$ cat config.mk
export PLATFORM = sky130hd
export DESIGN_NAME = pipeline_hazard_controller
export DESIGN_NICKNAME = d
export VERILOG_FILES = /design/src/rtl/pipeline_hazard_controller.sv
export SDC_FILE = /design/constraint.sdc
export NUM_CORES = 1
export LEC_CHECK = 0
export ABC_AREA = 1
export ABC_CLOCK_PERIOD_IN_PS = 2500
export CAP_MARGIN = 5
export CORE_ASPECT_RATIO = 1.2
export CORE_MARGIN = 5
export CORE_UTILIZATION = 48
export DETAILED_ROUTE_END_ITERATION = 10
export GPL_ROUTABILITY_DRIVEN = 1
export HOLD_SLACK_MARGIN = 0.06
export PLACE_DENSITY = 0.81
export SYNTH_ARGS = -nofsm -noshare
export SYNTH_HDL_FRONTEND = slang
export SYNTH_SLANG_ARGS = --single-unit
$ cat constraint.sdc
create_clock -name clk_i -period 2.5 [get_ports clk_i]
set_input_delay 0.5 -clock clk_i [delete_from_list [all_inputs] [get_ports clk_i]]
set_output_delay 0.5 -clock clk_i [all_outputs]
set_load 0.01 [all_outputs]
$ cat src/rtl/pipeline_hazard_controller.sv
// pipeline_hazard_controller
//   Sequences the DECODE/EX and EX/MEM pipeline registers around the execution
//   block. It handles three kinds of hazard:
//     - load-use hazards that forwarding cannot cover: a one-cycle bubble;
//     - data-memory wait states: all stages are held;
//     - taken branches: a multi-cycle flush of FETCH/DECODE.
//   It also keeps saturating stall/flush performance counters.
// Ports:
//   clk_i, reset_i                 clock, synchronous active-high reset
//   is_valid_DECODE_i, reg_N_*     decode-stage validity and source operands
//   *_EX_i                         execute-stage validity, load, writeback, dest, branch
//   mem_access_MEM_i, mem_ready_i  memory-stage access and completion
//   stall_*_o, bubble_execute_o    pipeline hold / invalidate controls
//   pc_load_o, flush_o             branch redirect and FETCH/DECODE invalidate
//   state_o                        0=RUN, 1=FLUSH, 2=MEM_WAIT
//   stall_cycles_o, flush_events_o saturating performance counters
module pipeline_hazard_controller #(
    parameter int ADDR_WIDTH   = 4,
    parameter int FLUSH_CYCLES = 2,
    parameter int CNT_WIDTH    = 16
) (
    input  logic                  clk_i,
    input  logic                  reset_i,
    input  logic                  is_valid_DECODE_i,
    input  logic                  reg_1_used_i,
    input  logic                  reg_2_used_i,
    input  logic                  reg_3_used_i,
    input  logic [ADDR_WIDTH-1:0] reg_1_source_addr_i,
    input  logic [ADDR_WIDTH-1:0] reg_2_source_addr_i,
    input  logic [ADDR_WIDTH-1:0] reg_3_source_addr_i,
    input  logic                  is_valid_EX_i,
    input  logic                  load_EX_i,
    input  logic                  reg_file_write_en_EX_i,
    input  logic [ADDR_WIDTH-1:0] reg_dest_EX_i,
    input  logic                  branch_taken_EX_i,
    input  logic                  mem_access_MEM_i,
    input  logic                  mem_ready_i,
    output logic                  stall_fetch_o,
    output logic                  stall_decode_o,
    output logic                  bubble_execute_o,
    output logic                  stall_execute_o,
    output logic                  stall_memory_o,
    output logic                  pc_load_o,
    output logic                  flush_o,
    output logic [1:0]            state_o,
    output logic [CNT_WIDTH-1:0]  stall_cycles_o,
    output logic [CNT_WIDTH-1:0]  flush_events_o
);

    typedef enum logic [1:0] {
        ST_RUN      = 2'd0,
        ST_FLUSH    = 2'd1,
        ST_MEM_WAIT = 2'd2
    } state_e;

    localparam logic [2:0] FLUSH_LOAD = 3'(FLUSH_CYCLES - 1);

    state_e               state_q, state_d;
    logic [2:0]           cnt_q, cnt_d;
    logic                 ret_flush_q, ret_flush_d;
    logic [CNT_WIDTH-1:0] stall_cycles_q, stall_cycles_d;
    logic [CNT_WIDTH-1:0] flush_events_q, flush_events_d;

    logic mem_wait;
    logic branch;
    logic src_hit;
    logic load_use;
    logic eff_flush;

    assign mem_wait = mem_access_MEM_i & ~mem_ready_i;
    assign branch   = is_valid_EX_i & branch_taken_EX_i;
    assign src_hit  = (reg_1_used_i & (reg_1_source_addr_i == reg_dest_EX_i))
                    | (reg_2_used_i & (reg_2_source_addr_i == reg_dest_EX_i))
                    | (reg_3_used_i & (reg_3_source_addr_i == reg_dest_EX_i));
    assign load_use = is_valid_EX_i & load_EX_i & reg_file_write_en_EX_i
                    & is_valid_DECODE_i & src_hit;

    // On the ready cycle that leaves MEM_WAIT the controller already behaves as
    // the state it returns to, so a held branch or resumed flush acts at once.
    assign eff_flush = (state_q == ST_FLUSH)
                     | ((state_q == ST_MEM_WAIT) & ret_flush_q);

    // State register
    always_ff @(posedge clk_i) begin
        if (reset_i) begin
            state_q        <= ST_RUN;
            cnt_q          <= '0;
            ret_flush_q    <= 1'b0;
            stall_cycles_q <= '0;
            flush_events_q <= '0;
        end else begin
            state_q        <= state_d;
            cnt_q          <= cnt_d;
            ret_flush_q    <= ret_flush_d;
            stall_cycles_q <= stall_cycles_d;
            flush_events_q <= flush_events_d;
        end
    end

    // Next-state logic
    always_comb begin
        state_d     = state_q;
        cnt_d       = cnt_q;
        ret_flush_d = 1'b0;
        if (mem_wait) begin
            // The flush count is frozen while waiting.
            state_d     = ST_MEM_WAIT;
            ret_flush_d = eff_flush;
        end else if (eff_flush) begin
            cnt_d   = cnt_q - 3'd1;
            state_d = (cnt_q <= 3'd1) ? ST_RUN : ST_FLUSH;
        end else if (branch) begin
            cnt_d   = FLUSH_LOAD;
            state_d = (FLUSH_LOAD != 3'd0) ? ST_FLUSH : ST_RUN;
        end else begin
            state_d = ST_RUN;
        end
    end

    // Output logic
    always_comb begin
        stall_fetch_o    = 1'b0;
        stall_decode_o   = 1'b0;
        bubble_execute_o = 1'b0;
        stall_execute_o  = 1'b0;
        stall_memory_o   = 1'b0;
        pc_load_o        = 1'b0;
        flush_o          = 1'b0;
        if (!reset_i) begin
            if (mem_wait) begin
                stall_fetch_o   = 1'b1;
                stall_decode_o  = 1'b1;
                stall_execute_o = 1'b1;
                stall_memory_o  = 1'b1;
            end else if (eff_flush) begin
                flush_o          = 1'b1;
                bubble_execute_o = 1'b1;
            end else if (branch) begin
                pc_load_o        = 1'b1;
                flush_o          = 1'b1;
                bubble_execute_o = 1'b1;
            end else if (load_use) begin
                stall_fetch_o    = 1'b1;
                stall_decode_o   = 1'b1;
                bubble_execute_o = 1'b1;
            end
        end
    end

    // Saturating performance counters
    always_comb begin
        stall_cycles_d = stall_cycles_q;
        flush_events_d = flush_events_q;
        if (stall_fetch_o && (stall_cycles_q != '1)) begin
            stall_cycles_d = stall_cycles_q + CNT_WIDTH'(1);
        end
        if (pc_load_o && (flush_events_q != '1)) begin
            flush_events_d = flush_events_q + CNT_WIDTH'(1);
        end
    end

    assign state_o        = state_q;
    assign stall_cycles_o = stall_cycles_q;
    assign flush_events_o = flush_events_q;

endmodule

==> impl_metrics.env, run 1 <==
export IMPL_grt_pass1_vias=2469
export IMPL_placement_rows=28
export IMPL_grt_busiest_layer="met2"
export IMPL_multi_input_area_sq_um=1410
export IMPL_final_min_clock_period_ns=2.40
export IMPL_power_mw=1.27
export IMPL_cp_cell_sequence="clkdlybuf4s50_1, nor2_2, buf_4, inv_2, nand2_1, nor3_2, dlygate4sd2_1"
export IMPL_holdBufCountCts=0
export IMPL_final_cell_mix="95 x nand2_1, 61 x clkdlybuf4s50_1, 46 x nor2_1"
export IMPL_htreeDepth=2
export IMPL_ys_ff_latch=38
export IMPL_grt_usage=0.208
export IMPL_clock_sinks=38
export IMPL_yosysUniqueCellTypes=30
export IMPL_wl_mm=6.53
export IMPL_die_area_sq_um=6530
export IMPL_arrival_ns=1.90
export IMPL_timing_rr_start="stall_cycles_o[0]"
export IMPL_critPathLaunchType="input port"
export IMPL_drv_slew=0
export IMPL_max_cap_violations=0
export IMPL_synth_fp_nets=402
export IMPL_max_clock_path_buffers=2
export IMPL_worst_path_largest_cell_delay_ns=0.48
export IMPL_area_growth_pct=37.5
export IMPL_grt_pass1_wl_mm=10.8
export IMPL_critPathSlowestCell="clkdlybuf4s50_1"
export IMPL_antenna_found_initial=0
export IMPL_async_reset_ff_frac=0
export IMPL_yosys_mux_area_fraction=0
export IMPL_clkLatencyLatePin_ns=0.29
export IMPL_synth_warnings=0
export IMPL_crit_family="buffers and inverters"
export IMPL_initial_core_util=0.491
export IMPL_dp_hpwl_mm=4.90
export IMPL_hp_start="flush_events_o[15]"
export IMPL_wire_per_inst_um=12.8
export IMPL_cp_data_required_time_ns=2.00
export IMPL_synth_edff_count=0
export IMPL_yosys_area_share_simple=0.379
export IMPL_rsz0062_at_grt="no"
export IMPL_seq_area_frac_synth=0.316
export IMPL_min_path_type="reg2reg"
export IMPL_synth_area_per_cell_sq_um=6.50
export IMPL_synth_top_family_by_area="simple AND/OR/NAND/NOR gates"
export IMPL_core_sq_um=4900
export IMPL_setup_viol=0
export IMPL_drtIter0Drc=140
export IMPL_chipWidth_um=74.6
export IMPL_grt_overflow=0
export IMPL_ioPinCount=69
export IMPL_root_buffer="clkbuf_8"
export IMPL_hold_viol=0
export IMPL_grt_use_met3=0.0367
export IMPL_cts_tree="done"
export IMPL_syn_inst=370
export IMPL_setup_ws_ns=0.101
export IMPL_tightest_slew_ns=0.326
export IMPL_pre_cts_slack_ns=-0.300
export IMPL_ys_dominant_reg_cell="dfxtp_1"
export IMPL_crit_path_end_kind="primary output"
export IMPL_vias=2615
export IMPL_synthAdderAreaFrac=0.0208
export IMPL_drtPass1Iterations=4
export IMPL_fmax_mhz=417
export IMPL_clk_pin_slew_ns=0.08
export IMPL_synth_xor_area_share=0.0801
export IMPL_final_nets=482
export IMPL_layout_commonest_cell="nand2_1"
export IMPL_numCtsBuffers=5
export IMPL_numPortBuffers=68
export IMPL_avgViaCountPerCell=5.12
export IMPL_fin_crit_sh=0.960
export IMPL_use_met2=0.381
export IMPL_slew_headroom=0.781
export IMPL_startpoint="mem_ready_i"
export IMPL_synth_compound_area_frac=0.0998
export IMPL_n_fill_cell=447
export IMPL_drive_gt1_frac=0.113
export IMPL_gp_congestion=0.921
export IMPL_outcome="finished clean"
export IMPL_netlist_area_sq_um=2410
export IMPL_regArea_sq_um=761
export IMPL_final_core_util=0.674
export IMPL_path_class="in2out"
export IMPL_drcViolationCount=0
export IMPL_finalClockSkew_ns=0.00792
export IMPL_antenna_cells=0
export IMPL_met1_usage=0.235
export IMPL_power_density_nw_per_um2=383
export IMPL_critical_path_max_fanout=4
export IMPL_grt_start_max_net_pins=25
export IMPL_ir_drop_mv=0.333
export IMPL_p_leak_nw=1.30
export IMPL_drt_antenna_violating_nets=0
export IMPL_cp_buffers_inverters=4
export IMPL_die_h_um=87.6
==> area by class of cell <==
type                       instances  area share
tap                               60      0.0227
inverter                          49      0.0556
clock inverter                     2     0.00378
timing repair buffer              85       0.238
sequential                        38       0.230
multi-input combinational        271       0.425
clock buffer                       6      0.0250
==> per-layer routing <==
metal | share of wire | routed length (um)
met5 | 0 | 0
met4 | 0.023 | 152
met3 | 0.048 | 315
met2 | 0.51 | 3310
met1 | 0.42 | 2750
==> tightest hold or removal path, stage by stage (launching register included) <==
cell and delay [ns]:
dfxtp_1 0.33, nand2_1 0.06, a21oi_1 0.05
==> timing repair <==
item | in CTS | in global routing
setup buffers | 1 | 0
resized for setup | 10 | 7
endpoints found under the setup margin | 7 | 3
pin swaps | 1 | 0
==> report_power, final <==
part / internal (mW) / switching (mW)
logic: 0.0968 / 0.0986
registers: 0.613 / 0.00667
clock network: 0.222 / 0.230
==> stage by stage <==
stage	setup TNS, ns	std cells	instance area (sq um)	hold WS, ns
after floorplan	0	370	2410	0.470
after global placement	-1.07	502	3220	0.477
after detailed placement	-1.21	502	3220	0.472
after CTS	0	511	3320	0.486
after global routing	0	511	3310	0.515
final	0	511	3310	0.485
==> synth_stat cells (2+ instances only) <==
master	number	area, sq um
nand2_1	95	357
xor2_1	13	114
nand4_1	18	113
xnor2_1	9	78.8
nor2_1	47	176
ha_1	4	50.1
nand3_1	19	95.1
dfxtp_1	38	761
inv_1	40	150
a21oi_2	2	17.5
o21ai_0	9	45.0
buf_2	5	25.0
nor3_2	4	40.0
clkbuf_1	3	11.3
inv_2	8	30.0
o21ai_1	4	20.0
a21oi_1	28	140
nor3_1	11	55.1
buf_4	2	15.0
==> sequential cells by signal, indices dropped and copies added, names as in the netlist <==
| name | count |
|---|---|
| state_o | 2 |
| stall_cycles_o | 16 |
| flush_events_o | 16 |
| ret_flush_q | 1 |
| cnt_q | 3 |
==> worst paths after layout <==
path,to,slack [ns],depth (start not counted)
worst max-delay path,pc_load_o,0.10,7
worst min-delay path,flush_events_o[15],0.48,2
worst max register to register,stall_cycles_o[1],0.52,8
worst min register to register,flush_events_o[15],0.48,2
==> logic make-up after synthesis <==
family,Yosys count
compound gates,45
xor+xnor,22
fa+ha+maj,4
buf+inv,61
flops,38
simple gates,200
Note: power is estimated with default switching activity, not from simulation.
==> inputs of run 2 (changes only) <==
--- a/config.mk
+++ b/config.mk
@@ -6,15 +6,15 @@
 export NUM_CORES = 1
 export LEC_CHECK = 0
 export ABC_AREA = 1
-export ABC_CLOCK_PERIOD_IN_PS = 2500
+export ABC_CLOCK_PERIOD_IN_PS = 3100
 export CAP_MARGIN = 5
 export CORE_ASPECT_RATIO = 1.2
 export CORE_MARGIN = 5
-export CORE_UTILIZATION = 48
+export CORE_UTILIZATION = 52
 export DETAILED_ROUTE_END_ITERATION = 10
 export GPL_ROUTABILITY_DRIVEN = 1
 export HOLD_SLACK_MARGIN = 0.06
-export PLACE_DENSITY = 0.81
+export PLACE_DENSITY = 0.86
 export SYNTH_ARGS = -nofsm -noshare
 export SYNTH_HDL_FRONTEND = slang
 export SYNTH_SLANG_ARGS = --single-unit
==> constraint.sdc (replaced) <==
create_clock -name clk_i -period 3.1 [get_ports clk_i]
set_input_delay 0.62 -clock clk_i [delete_from_list [all_inputs] [get_ports clk_i]]
set_output_delay 0.62 -clock clk_i [all_outputs]
set_load 0.01 [all_outputs]
==> run 2 against run 1 <==
Register-to-register slack improved by 0.51 ns. Sequential share of layout area rose by 0.57 points. Clock skew barely moved. Worst setup slack improved by 0.12 ns. Clock power fell by 21%. Non-clock buffer count fell by 13. Cell count fell by 2.9%. Global-route usage rose by 1.2 points. Core utilization rose by 3.9 points.
==> impl_metrics.env, run 2 (synthesized netlist as in run 1, its figures left out) <==
export IMPL_critical_path_max_fanout=3
export IMPL_drtIter0Drc=156
export IMPL_hp_start="stall_cycles_o[3]"
export IMPL_power_density_nw_per_um2=311
export IMPL_max_clock_path_buffers=2
export IMPL_final_nets=469
export IMPL_regArea_sq_um=761
export IMPL_multi_input_area_sq_um=1400
export IMPL_slew_headroom=0.711
export IMPL_setup_viol=0
export IMPL_final_cell_mix="95 x nand2_1, 64 x clkdlybuf4s50_1, 47 x nor2_1"
export IMPL_grt_usage=0.221
export IMPL_combPwrFrac=0.145
export IMPL_chipWidth_um=72.1
export IMPL_swShare=0.259
export IMPL_wl_mm=6.44
export IMPL_final_cells=496
export IMPL_critPathLaunchType="input port"
export IMPL_cts_resized=0
export IMPL_dp_hpwl_mm=4.97
export IMPL_rsz0062_at_grt="no"
export IMPL_cp_data_required_time_ns=2.48
export IMPL_clkLatencyLatePin_ns=0.29
export IMPL_cts_tree="done"
export IMPL_drv_slew=0
export IMPL_grt_overflow=0
export IMPL_p_leak_nw=1.28
export IMPL_min_to="stall_cycles_o[3]"
export IMPL_tightest_slew_ns=0.433
export IMPL_arrival_ns=2.26
export IMPL_reg2reg_depth=9
export IMPL_grt_pass1_wl_mm=11.0
export IMPL_ir_drop_mv=0.259
export IMPL_pre_cts_slack_ns=0.0292
export IMPL_finalClockSkew_ns=0.00763
export IMPL_internal_power_mw=0.744
export IMPL_layout_commonest_cell="nand2_1"
export IMPL_dpl_cell_count=488
export IMPL_fmax_mhz=347
export IMPL_clk_pin_slew_ns=0.07
export IMPL_die_h_um=84.5
export IMPL_whs_path_depth=2
export IMPL_vias=2552
export IMPL_fin_crit_sh=0.929
export IMPL_outcome="finished clean"
export IMPL_numPortBuffers=68
export IMPL_antenna_cells=0
export IMPL_r2r_setup_slack_ns=1.03
export IMPL_area_growth_pct=34.2
export IMPL_final_core_util=0.713
export IMPL_path_class="in2out"
export IMPL_grt_pass1_vias=2506
export IMPL_die_area_sq_um=6090
export IMPL_max_cap_violations=0
export IMPL_antenna_found_initial=0
export IMPL_drive_gt1_frac=0.0731
export IMPL_r2r_end="flush_events_o[3]"
export IMPL_power_frac_clock=0.358
export IMPL_final_cell_area_sq_um=3230
export IMPL_drtPass1Iterations=4
export IMPL_postCtsSetupRepairBufs=0
export IMPL_drt_antenna_violating_nets=0
export IMPL_gp_congestion=0.980
export IMPL_timing_rr_start="flush_events_o[0]"
export IMPL_setup_ws_ns=0.219
export IMPL_root_buffer="clkbuf_8"
export IMPL_placed_cell_area_sq_um=3120
export IMPL_avgViaCountPerCell=5.15
export IMPL_hold_viol=0
export IMPL_core_sq_um=4530
export IMPL_holdBufCountCts=0
export IMPL_setup_tns_ns=0
export IMPL_wire_per_inst_um=13.0
export IMPL_crit_path_end_kind="primary output"
export IMPL_htreeDepth=2
export IMPL_p_switching_mw=0.260
export IMPL_min_path_type="reg2reg"
export IMPL_ioPinCount=69
export IMPL_grt_start_max_net_pins=26
export IMPL_n_fill_cell=405
export IMPL_startpoint="is_valid_EX_i"
export IMPL_placement_rows=27
export IMPL_numCtsBuffers=5
export IMPL_seqPwrFrac=0.498
export IMPL_initial_core_util=0.532
export IMPL_final_min_clock_period_ns=2.88
export IMPL_clock_sinks=38
export IMPL_drcViolationCount=0
## run 2: cell types whose count changed in the layout (fill, tap and decap cells not counted), sizes merged
cell | before | now
clkinvlp | 1 | 0
clkdlybuf4s50 | 61 | 64
buf | 17 | 4
clkbuf | 9 | 7
dlymetal6s2s | 0 | 4
dlygate4sd2 | 4 | 0
## run 2: metal layers
layer,GRT usage,routed length [um],vias to the layer above
li1,-,-,1323
met1,0.255,2720,1152
met2,0.392,3300,64
met3,0.0443,276,13
met4,0.0821,148,0
met5,0,0,-
## run 2: layout make-up
class	instances	area share
inverter	49	0.0570
sequential	38	0.236
clock inverter	1	0.00155
multi-input combinational	271	0.433
clock buffer	7	0.0267
timing repair buffer	72	0.223
tap	58	0.0225
## run 2: worst max-delay path, cell delays in order
cell and delay [ns]:
clkdlybuf4s50_1 0.47, nand2_1 0.08, a21oi_1 0.27, inv_1 0.10, nor2_1 0.15, clkdlybuf4s50_1 0.57
## run 2: worst max path at each step
| stage | end | slack, ns | depth (start not counted) |
|---|---|---|---|
| 6_report | flush_o | 0.22 | 6 |
| 3_3_place_gp | stall_decode_o | 0.06 | 10 |
| 2_1_floorplan | stall_fetch_o | 0.62 | 8 |
| 4_1_cts | stall_decode_o | 0.02 | 10 |
| 5_1_grt | flush_o | 0.17 | 6 |
| 3_5_place_dp | stall_decode_o | 0.03 | 10 |
## run 2: power groups by stage
stage	logic, mW	clock network (mW)	registers [mW]
floorplan	0.0732	0	0.512
global placement	0.141	0	0.511
detailed placement	0.145	0	0.511
CTS	0.146	0.363	0.500
global route	0.160	0.386	0.500
finish	0.145	0.359	0.500
## run 2: metrics by stage
stage          hold slack (ns)  power, mW
6_report                 0.495       1.00
5_1_grt                  0.513       1.05
3_5_place_dp             0.484      0.656
4_1_cts                  0.496       1.01
2_1_floorplan            0.470      0.585
3_3_place_gp             0.480      0.652
==> inputs of run 3 (changes only) <==
--- a/config.mk
+++ b/config.mk
@@ -18,3 +18,4 @@
 export SYNTH_ARGS = -nofsm -noshare
 export SYNTH_HDL_FRONTEND = slang
 export SYNTH_SLANG_ARGS = --single-unit
+export TNS_END_PERCENT = 10
==> results of run 3 <==
No change in the layout: final DEF, timing and power equal those of run 2.
